## src/rtl/seg_scan_driver.sv

```systemverilog
// seg_scan_driver: multiplexed 7-segment scanner with frame-synchronous updates,
// per-digit blanking, blinking and decimal points.
module seg_scan_driver #(
   parameter int NUM_DIGITS   = 8,
   parameter int REFRESH_DIV  = 100000,
   parameter int BLINK_FRAMES = 64
) (
   input  logic                    clk,
   input  logic                    rst_n,
   input  logic [4*NUM_DIGITS-1:0] digits_in,
   input  logic [NUM_DIGITS-1:0]   dp_in,
   input  logic [NUM_DIGITS-1:0]   blank_in,
   input  logic [NUM_DIGITS-1:0]   blink_in,
   input  logic                    load,
   input  logic                    dec_mode,
   output logic [6:0]              seg,
   output logic                    dp,
   output logic [NUM_DIGITS-1:0]   an,
   output logic                    upd_pend,
   output logic                    frame_done
);
   localparam int IW = $clog2(NUM_DIGITS);
   localparam int CW = $clog2(REFRESH_DIV);
   localparam int FW = $clog2(BLINK_FRAMES) + 1;
   localparam int BW = 7 * NUM_DIGITS;
   localparam logic [6:0] GLYPH [16] = '{
      7'b0000001, 7'b1001111, 7'b0010010, 7'b0000110,
      7'b1001100, 7'b0100100, 7'b0100000, 7'b0001111,
      7'b0000000, 7'b0000100, 7'b0001000, 7'b1100000,
      7'b0110001, 7'b1000010, 7'b0110000, 7'b0111000};

   logic [CW-1:0] cnt;
   logic [IW-1:0] idx;
   logic [FW-1:0] fcnt;
   logic          phase, valid, tc, wrap, dark;
   logic [3:0]    nib;
   logic [BW-1:0] in_buf, act_buf, pnd_buf;
   logic [4*NUM_DIGITS-1:0] act_dig;
   logic [NUM_DIGITS-1:0]   act_dp, act_blank, act_blink;

   // buffer layout: {digits, dp, blank, blink}
   assign in_buf = {digits_in, dp_in, blank_in, blink_in};
   assign {act_dig, act_dp, act_blank, act_blink} = act_buf;
   assign tc = cnt == CW'(REFRESH_DIV - 1);
   assign wrap = tc && idx == IW'(NUM_DIGITS - 1);
   assign frame_done = wrap;
   assign dark = act_blank[idx] | (act_blink[idx] & phase);
   assign nib = act_dig[{idx, 2'b00} +: 4];

   // valid stays low until the first commit after reset, so the scan runs dark
   always_ff @(posedge clk or negedge rst_n) begin
      if (!rst_n) begin
         cnt      <= '0;
         idx      <= '0;
         fcnt     <= '0;
         phase    <= 1'b0;
         valid    <= 1'b0;
         act_buf  <= '0;
         pnd_buf  <= '0;
         upd_pend <= 1'b0;
         an       <= '1;
         seg      <= '1;
         dp       <= 1'b1;
      end else begin
         cnt <= tc ? '0 : cnt + CW'(1);
         if (tc) idx <= wrap ? '0 : idx + IW'(1);
         if (load) pnd_buf <= in_buf;
         if (wrap) begin
            upd_pend <= 1'b0;
            if (load || upd_pend) begin
               act_buf <= load ? in_buf : pnd_buf;
               valid   <= 1'b1;
            end
            fcnt <= (fcnt == FW'(BLINK_FRAMES - 1)) ? '0 : fcnt + FW'(1);
            if (fcnt == FW'(BLINK_FRAMES - 1)) phase <= ~phase;
         end else if (load) begin
            upd_pend <= 1'b1;
         end
         an  <= dark ? '1 : ~(NUM_DIGITS'(1) << idx);
         seg <= (dark || !valid) ? '1 : (dec_mode && nib > 4'd9) ? 7'b1111110 : GLYPH[nib];
         dp  <= dark || !valid || !act_dp[idx];
      end
   end
endmodule

```

## config.mk

```make
export PLATFORM = sky130hd
export DESIGN_NAME = seg_scan_driver
export DESIGN_NICKNAME = d
export VERILOG_FILES = /design/src/rtl/seg_scan_driver.sv
export SDC_FILE = /design/constraint.sdc
export NUM_CORES = 1
export LEC_CHECK = 0
export ABC_AREA = 1
export ABC_CLOCK_PERIOD_IN_PS = 2900
export BUFFER_PORTS_ARGS = -buffer_cell sky130_fd_sc_hd__clkbuf_2
export CAP_MARGIN = 30
export CORE_MARGIN = 2
export CORE_UTILIZATION = 30
export DETAILED_ROUTE_END_ITERATION = 16
export PLACE_DENSITY = 0.56
export SYNTH_ARGS = -nofsm -noshare
export SYNTH_HDL_FRONTEND = slang
export SYNTH_SLANG_ARGS = --single-unit
```

## constraint.sdc

```tcl
create_clock -name clk -period 2.9 [get_ports clk]
set_input_delay 0.145 -clock clk [delete_from_list [all_inputs] [get_ports clk]]
set_output_delay 0.145 -clock clk [all_outputs]
set_load 0.02 [all_outputs]
```

==> results of run 1 <==
-- layer usage --
layer	global-route usage (%)	share of wire, %	up-vias	wire [microns]
met5	0	0	-	0
met4	4.95	1.4	0	239
met3	3.01	2.9	19	490
met2	22.1	46	86	7770
met1	19.2	50	2781	8420
li1	-	-	3070	-
-- stage by stage --
stage | hold slack [ns] | cells | power [uW] | util, % | setup slack [ns]
after global placement | 0.185 | 1280 | 2550 | 33.2 | 0.633
after CTS | 0.0159 | 1368 | 4840 | 37.9 | 0.251
after global routing | 0.0360 | 1368 | 5000 | 37.9 | 0.0543
after floorplan | -0.151 | 908 | 2420 | - | 0.836
final | 0.0294 | 1368 | 4770 | 37.9 | 0.276
after detailed placement | 0.183 | 1280 | 2550 | 33.2 | 0.527
-- power by group through the flow --
| stage | combinational (uW) | clock [uW] | sequential, uW |
|---|---|---|---|
| 2_1_floorplan | 93.8 | 0 | 2330 |
| 3_3_place_gp | 220 | 0 | 2330 |
| 3_5_place_dp | 221 | 0 | 2330 |
| 4_1_cts | 281 | 2260 | 2290 |
| 5_1_grt | 314 | 2390 | 2300 |
| 6_report | 272 | 2210 | 2290 |
-- kinds of logic after synthesis --
group | after synthesis | share of synthesized area (%)
simple gates | 580 | 32.7
fa+ha+maj | 15 | 2.56
xor+xnor | 12 | 1.44
flops | 158 | 54.3
buf+inv | 111 | 6.63
compound gates | 32 | 2.43
-- path summary, 6_finish.rpt --
check                                        start                     to  slack [ns]  cells after the start
worst max-delay path              cnt[0]$_DFF_PN0_             frame_done        0.28                      9
worst min-delay path                  digits_in[0]  pnd_buf[24]$_DFF_PN0_        0.03                      3
worst max register to register  idx[0]$_DFFE_PN0N_       seg[4]$_DFF_PN1_        0.51                     14
worst min register to register    cnt[0]$_DFF_PN0_       cnt[0]$_DFF_PN0_        0.46                      1
max in group asynchronous                    rst_n  pnd_buf[31]$_DFF_PN0_        1.81                      3
min in group asynchronous                    rst_n      cnt[12]$_DFF_PN0_        0.28                      2
-- cells in the final DEF (no fill, tap or decap), types with 3 or more instances in the layout --
cell / count
dlygate4sd3_1: 56
dfstp_2: 16
nand3_1: 101
nand2_2: 4
ha_1: 15
xnor2_1: 3
inv_2: 4
dfrtp_1: 142
inv_1: 66
o21ai_0: 15
nor2_1: 39
buf_12: 3
nand2_1: 410
a21oi_1: 10
clkbuf_2: 76
buf_4: 9
nand3_2: 3
xor2_1: 9
clkbuf_16: 17
nor3_1: 6
nand4_1: 7
clkinvlp_4: 6
-- state kept, by name (all words and copies together), names as in the netlist --
signal    cells
phase         1
dp            1
seg           7
act_buf      56
pnd_buf      56
upd_pend      1
idx           3
an            8
cnt          17
valid         1
fcnt          7
-- critical path, cell delays in order, from the launching register on --
cell	delay (ns)
dfrtp_1	0.37
ha_1	0.17
nand2_1	0.08
nor2_2	0.16
inv_1	0.08
nor2_1	0.11
nand2_2	0.14
nor2_4	0.12
buf_4	0.49
clkbuf_2	0.29
-- repair_timing --
item	in CTS	in global routing
gates resized for setup	0	0
hold endpoints to repair	116	0
hold buffers	56	0
setup endpoints to repair	0	0
-- area by class of cell --
cell class              instances  share of cell area, %
flip-flops and latches        158                   43.3
multi-input cells             639                   31.2
repair buffers                145                   11.8
clock buffers                  19                   4.83
well taps                     324                   4.42
inverters                      70                   2.87
clock inverters                13                   1.51
==> Flow_metrics.wiki, run 1 <==
{| class="wikitable"
! Metric !! Value
|-
| Number of inserted diodes || 0
|-
| Buffers inserted during post-CTS setup optimization || 0
|-
| Final setup skew || 0.00835 ns
|-
| Static leakage power || about 0.0048 uW
|-
| Dominant cell by count in the synthesized netlist || nand2_1
|-
| Core area || 0.0242 sq mm
|-
| Warnings from Yosys || 0
|-
| Clk pwr share || between 40% and 50%
|-
| Number of global-route vias before repair || slightly below 6000
|-
| I/O Buffers || 77
|-
| Fraction of power consumed by sequential logic || between 40% and 50%
|-
| Period Utilization, post-route || around nine tenths
|-
| Area of the die || around 0.026 sq mm
|-
| Max transition margin || around three fifths
|-
| Power density of the placed cells || 520 mW/mm^2
|-
| Mean cell area of the mapped netlist || slightly above 8 sq um
|-
| EDFF count, synth || 0
|-
| Sequential-to-total area share from yosys stat || ~54%
|-
| Layout overhead on the synthesized area || 25.2%
|-
| Cell area after technology mapping || approximately 0.0073 sq mm
|-
| Starting density of the core || a little under a third
|-
| First-pass GRT wire length || 29000 microns
|-
| Share of layout cells above drive strength 1 || approximately 15%
|-
| Maximum number of pins on one net before global-route repair || 65
|-
| CTS Root Cell || clkbuf_16
|-
| Clock tree from TritonCTS || yes
|-
| Run status || complete, no violations
|-
| Synth top cells by count || nand2_1, dfrtp_1, nand3_1
|-
| Cell types with the largest area share after synthesis || dfrtp_1, nand2_1, nand3_1
|-
| Number of H-tree levels || 4
|-
| Post-route DRC || 0
|-
| Chip width || ~160 microns
|-
| Achievable clock frequency || ~380 MHz
|-
| Placed wire-length estimate || roughly 12000 microns
|-
| Switching power as a share of total power || 22.8%
|-
| Initial drt markers || 346
|-
| IO Count || 78
|-
| Arrival @ worst endpoint || 2.48 ns
|-
| Final Net Count || between 1000 and 1500
|-
| Unrepaired setup endpoints after global routing || false
|-
| Most frequently used flop master after synthesis || dfrtp_1
|-
| Distinct cell type count after synthesis || 32
|-
| First-pass detailed-route iteration total || 5
|-
| FILL cells || roughly 2500
|-
| Number of antenna violations at the first check in global routing || 0
|-
| Routed WL per cell || ~12 microns
|-
| Overall fraction of global-route tracks in use || 14.0%
|-
| Async set or reset register ratio after synthesis || 100%
|-
| Routed wire length || around 17000 microns
|-
| Vertical extent of the die || approximately 160 microns
|-
| Area of all placed cells without fillers || a little over 0.009 sq mm
|-
| Transition time at the pin with the least slew margin || 0.617 ns
|-
| Vias after detailed routing || between 5000 and 6000
|-
| Max Transition Viols Final || 0
|-
| Overflow left after global routing || 0
|-
| Library cell occupying the most area in the post-synthesis netlist || dfrtp_1
|-
| Setup_tns || 0 ns
|-
| Via density per instance || approximately 4.4
|-
| Number of rows created at floorplan || 57
|-
| Final period demand of the worst path || between 2 and 3 ns
|-
| Area after detailed placement || between 0.008 and 0.009 sq mm
|-
| Post-synth net total || around 980
|-
| Psw || about 1100 uW
|-
| Clock transition at the register clock pins on the worst setup and hold paths after CTS || roughly 0.070 ns
|-
| Largest vdd supply drop || 0.328 mV
|-
| Setup violations, final || 0
|-
| CTS Buffer Depth || 2
|-
| Max capacitance violation total || 0
|-
| Element type at the critical path end || output pin
|-
| Crit path max fanout || 60
|-
| Area fraction of the dominant cell type after synthesis || between 40% and 50%
|-
| Count of clock tree sinks || approximately 160
|-
| Post-Syn Instances || ~910
|-
| Weighted congestion at the end of routability-driven global placement || ~0.82
|-
| CP Data Required Time || between 2 and 3 ns
|-
| Area of combinational cells with multiple inputs || roughly 0.0029 sq mm
|-
| Kind of launch point of the worst setup path || register
|-
| Gate power share || approximately 5.7%
|-
| Routed Antenna Nets || 0
|-
| Design internal power || between 3000 and 4000 uW
|-
| Crit path kind || reg2out
|-
| Final Hold Fails || 0
|-
| Sequential cell area || 0.00397 sq mm
|-
| Min-Delay Path Class || in2reg
|-
| CTS Buf Count || 17
|-
| Clock latency of the later-clocked register in the worst-skew pair || 0.43 ns
|-
| Post-synthesis register bit count || between 150 and 200
|}
(Power assumes the default switching activity.)
==> run 2, diff against run 1 <==
- REMOVE_ABC_BUFFERS: not set -> 1
==> Flow_metrics.wiki, run 2 (synthesis gave the netlist of run 1 again) <==
{| class="wikitable"
! Metric !! Value
|-
| Number of global-route vias before repair || 6030 (was 5810)
|-
| Achievable clock frequency || 381 MHz (about the same)
|-
| CTS Root Cell || clkbuf_16 (unchanged)
|-
| I/O Buffers || 77 (unchanged)
|-
| Critical Path, Cell by Cell || ha_1 -> ha_1 -> inv_1 -> nor2_4 -> buf_12 -> clkbuf_2 (was ha_1 -> nand2_1 -> nor2_2 -> inv_1 -> nor2_1 -> nand2_2 -> nor2_4 -> buf_4 -> clkbuf_2)
|-
| Core area || 0.0242 sq mm (unchanged)
|-
| Final period demand of the worst path || 2.62 ns (about the same)
|-
| R2r worst-path depth || 12 (was 14)
|-
| Max Transition Viols Final || 0 (unchanged)
|-
| Buffers inserted during post-CTS setup optimization || 0 (unchanged)
|-
| Final setup skew || 0.0113 ns (was 0.00835 ns)
|-
| Overflow left after global routing || 0 (unchanged)
|-
| Count of clock tree sinks || 158 (unchanged)
|-
| Maximum number of pins on one net before global-route repair || 65 (unchanged)
|-
| Routed wl met2 || 8080 microns (was 7770 microns)
|-
| Max transition margin || 58.5% (was 58.9%)
|-
| Chip width || 160 microns (unchanged)
|-
| Kind of launch point of the worst setup path || register (unchanged)
|-
| Placed wire-length estimate || 11600 microns (was 11700 microns)
|-
| Cell count of the worst hold path || 3 (unchanged)
|-
| Clock tree from TritonCTS || yes (unchanged)
|-
| Clock latency of the later-clocked register in the worst-skew pair || 0.43 ns (about the same)
|-
| Share of layout cells above drive strength 1 || 14.5% (was 14.6%)
|-
| CTS Buffer Depth || 2 (unchanged)
|-
| Largest vdd supply drop || 0.269 mV (was 0.328 mV)
|-
| Most frequent standard cell in the layout excluding fill and tap cells || nand2_1 (unchanged)
|-
| Area of the die || 0.0257 sq mm (unchanged)
|-
| Post-route DRC || 0 (unchanged)
|-
| Cell depth of the worst setup path || 6 (was 9)
|-
| Setup_tns || 0 ns (unchanged)
|-
| Overall fraction of global-route tracks in use || 14.2% (was 14.0%)
|-
| Worst path max stage delay || 0.69 ns (was 0.49 ns)
|-
| Period Utilization, post-route || 90.4% (was 90.5%)
|-
| Layout overhead on the synthesized area || 25.2% (about the same)
|-
| Routed Antenna Nets || 0 (unchanged)
|-
| Area of all placed cells without fillers || 0.00917 sq mm (about the same)
|-
| Arrival @ worst endpoint || 2.48 ns (about the same)
|-
| Critical Path Slowest Stage Cell || dfrtp_1 (was buf_4)
|-
| Number of rows created at floorplan || 57 (unchanged)
|-
| Wire length the detailed router placed on met1 || 8210 microns (was 8420 microns)
|-
| CTS Buf Count || 17 (unchanged)
|-
| Final Hold Fails || 0 (unchanged)
|-
| Biggest registers after layout || act_buf x56, pnd_buf x56, cnt x17 (unchanged)
|-
| IO Count || 78 (unchanged)
|-
| First-pass GRT wire length || 29400 microns (was 29000 microns)
|-
| Core Util, Final || 37.9% (about the same)
|-
| Static leakage power || 0.00481 uW (was 0.00479 uW)
|-
| Top cell family by delay on the critical path || flip-flops (was buffers and inverters)
|-
| Number of buffer and inverter stages on the critical path || 3 (unchanged)
|-
| Min-Delay Path Class || in2reg (unchanged)
|-
| CP Data Required Time || 2.76 ns (about the same)
|-
| Final Net Count || 1104 (was 1106)
|-
| Total placed cells including tap cells || 1278 (was 1280)
|-
| FILL cells || 2518 (was 2519)
|-
| Commonest non-fill, non-tap cells in the layout || nand2_1, dfrtp_1, nand3_1, clkbuf_2, inv_1 (unchanged)
|-
| First-pass detailed-route iteration total || 5 (unchanged)
|-
| Routed wire length || 17200 microns (was 16900 microns)
|-
| Crit path kind || reg2out (unchanged)
|-
| Clock transition at the register clock pins on the worst setup and hold paths after CTS || 0.06 ns (was 0.07 ns)
|-
| Run status || complete, no violations (unchanged)
|-
| Initial drt markers || 287 (was 346)
|-
| Routed WL per cell || 12.6 microns (was 12.4 microns)
|-
| Number of H-tree levels || 4 (unchanged)
|-
| Crit path max fanout || 60 (unchanged)
|-
| Area after detailed placement || 0.00801 sq mm (was 0.00803 sq mm)
|-
| Top cell by count, worst path || ha_1
|-
| Wire length on met3 || 797 microns (was 490 microns)
|-
| Power density of the placed cells || 530 mW/mm^2 (was 520 mW/mm^2)
|-
| Unrepaired setup endpoints after global routing || false (unchanged)
|-
| Number of antenna violations at the first check in global routing || 1 (was 0)
|-
| Via density per instance || 4.41 (was 4.35)
|-
| Vias after detailed routing || 6030 (was 5956)
|-
| Vertical extent of the die || 160 microns (unchanged)
|-
| Transition time at the pin with the least slew margin || 0.622 ns (was 0.617 ns)
|-
| Starting density of the core || 30.3% (unchanged)
|-
| Post-cts repair resize count || 0 (unchanged)
|-
| Setup violations, final || 0 (unchanged)
|-
| Final Power || 4860 uW (was 4770 uW)
|-
| Count of placed standard cells in the final layout, fillers left out || 1366 (was 1368)
|-
| Weighted congestion at the end of routability-driven global placement || 0.822 (was 0.817)
|-
| Max capacitance violation total || 0 (unchanged)
|-
| Top sig layer || met5 (was met4)
|-
| Element type at the critical path end || output pin (unchanged)
|-
| Number of inserted diodes || 0 (unchanged)
|}
==> run 2: worst reg2reg max path, delay by kind of cell, from the launching register on <==
kind	cells	cell delay, ns
adder cells (fa/ha/maj)	1	0.27
buffers and inverters	3	0.49
AND/OR/NAND/NOR	8	0.85
flip-flops	1	0.69
==> run 2: report_power, final <==
group	total (uW)	internal [uW]	leakage (uW)	switching (uW)
Clock	2300	1300	0.000294	995
Combinational	271	118	0.00249	153
Sequential	2290	2270	0.00203	17.5
==> run 2: path summary, 6_finish.rpt <==
check | from | end | slack (ns)
worst max-delay path | idx[1]$_DFFE_PN0N_ | frame_done | 0.28
worst min-delay path | blink_in[5] | pnd_buf[5]$_DFF_PN0_ | 0.008
worst max register to register | idx[1]$_DFFE_PN0N_ | seg[1]$_DFF_PN1_ | 0.56
worst min register to register | act_buf[12]$_DFFE_PN0P_ | act_buf[12]$_DFFE_PN0P_ | 0.47
max in group asynchronous | rst_n | pnd_buf[49]$_DFF_PN0_ | 1.84
min in group asynchronous | rst_n | cnt[14]$_DFF_PN0_ | 0.25
==> run 2: layout make-up <==
class                           count  area (sq um)  area share [%]
Sequential cell                   158          3970            43.3
Multi-Input combinational cell    639          2860            31.2
Timing Repair Buffer              143          1060            11.6
Clock buffer                       18           429            4.68
Tap cell                          324           405            4.42
Inverter                           70           263            2.87
Clock inverter                     14           170            1.86
==> run 2: per-layer routing <==
layer | vias up | global-route usage (%)
li1 | 3070 | -
met3 | 17 | 3.06
met2 | 102 | 23.1
met1 | 2839 | 19.0
met5 | - | 0
met4 | 2 | 4.22
==> run 2: timing repair <==
| item | CTS | global route |
|---|---|---|
| hold buffers | 56 | 0 |
| endpoints found under the setup margin | 0 | 0 |
| endpoints found under the hold margin | 101 | 0 |
==> run 2: per-stage QoR <==
step                      setup slack (ns)  hold slack (ns)
after global placement               0.651            0.177
after detailed placement             0.582            0.180
after CTS                            0.256          0.00330
final                                0.278          0.00793
after global routing                0.0822           0.0306
after floorplan                     -0.286           -0.151
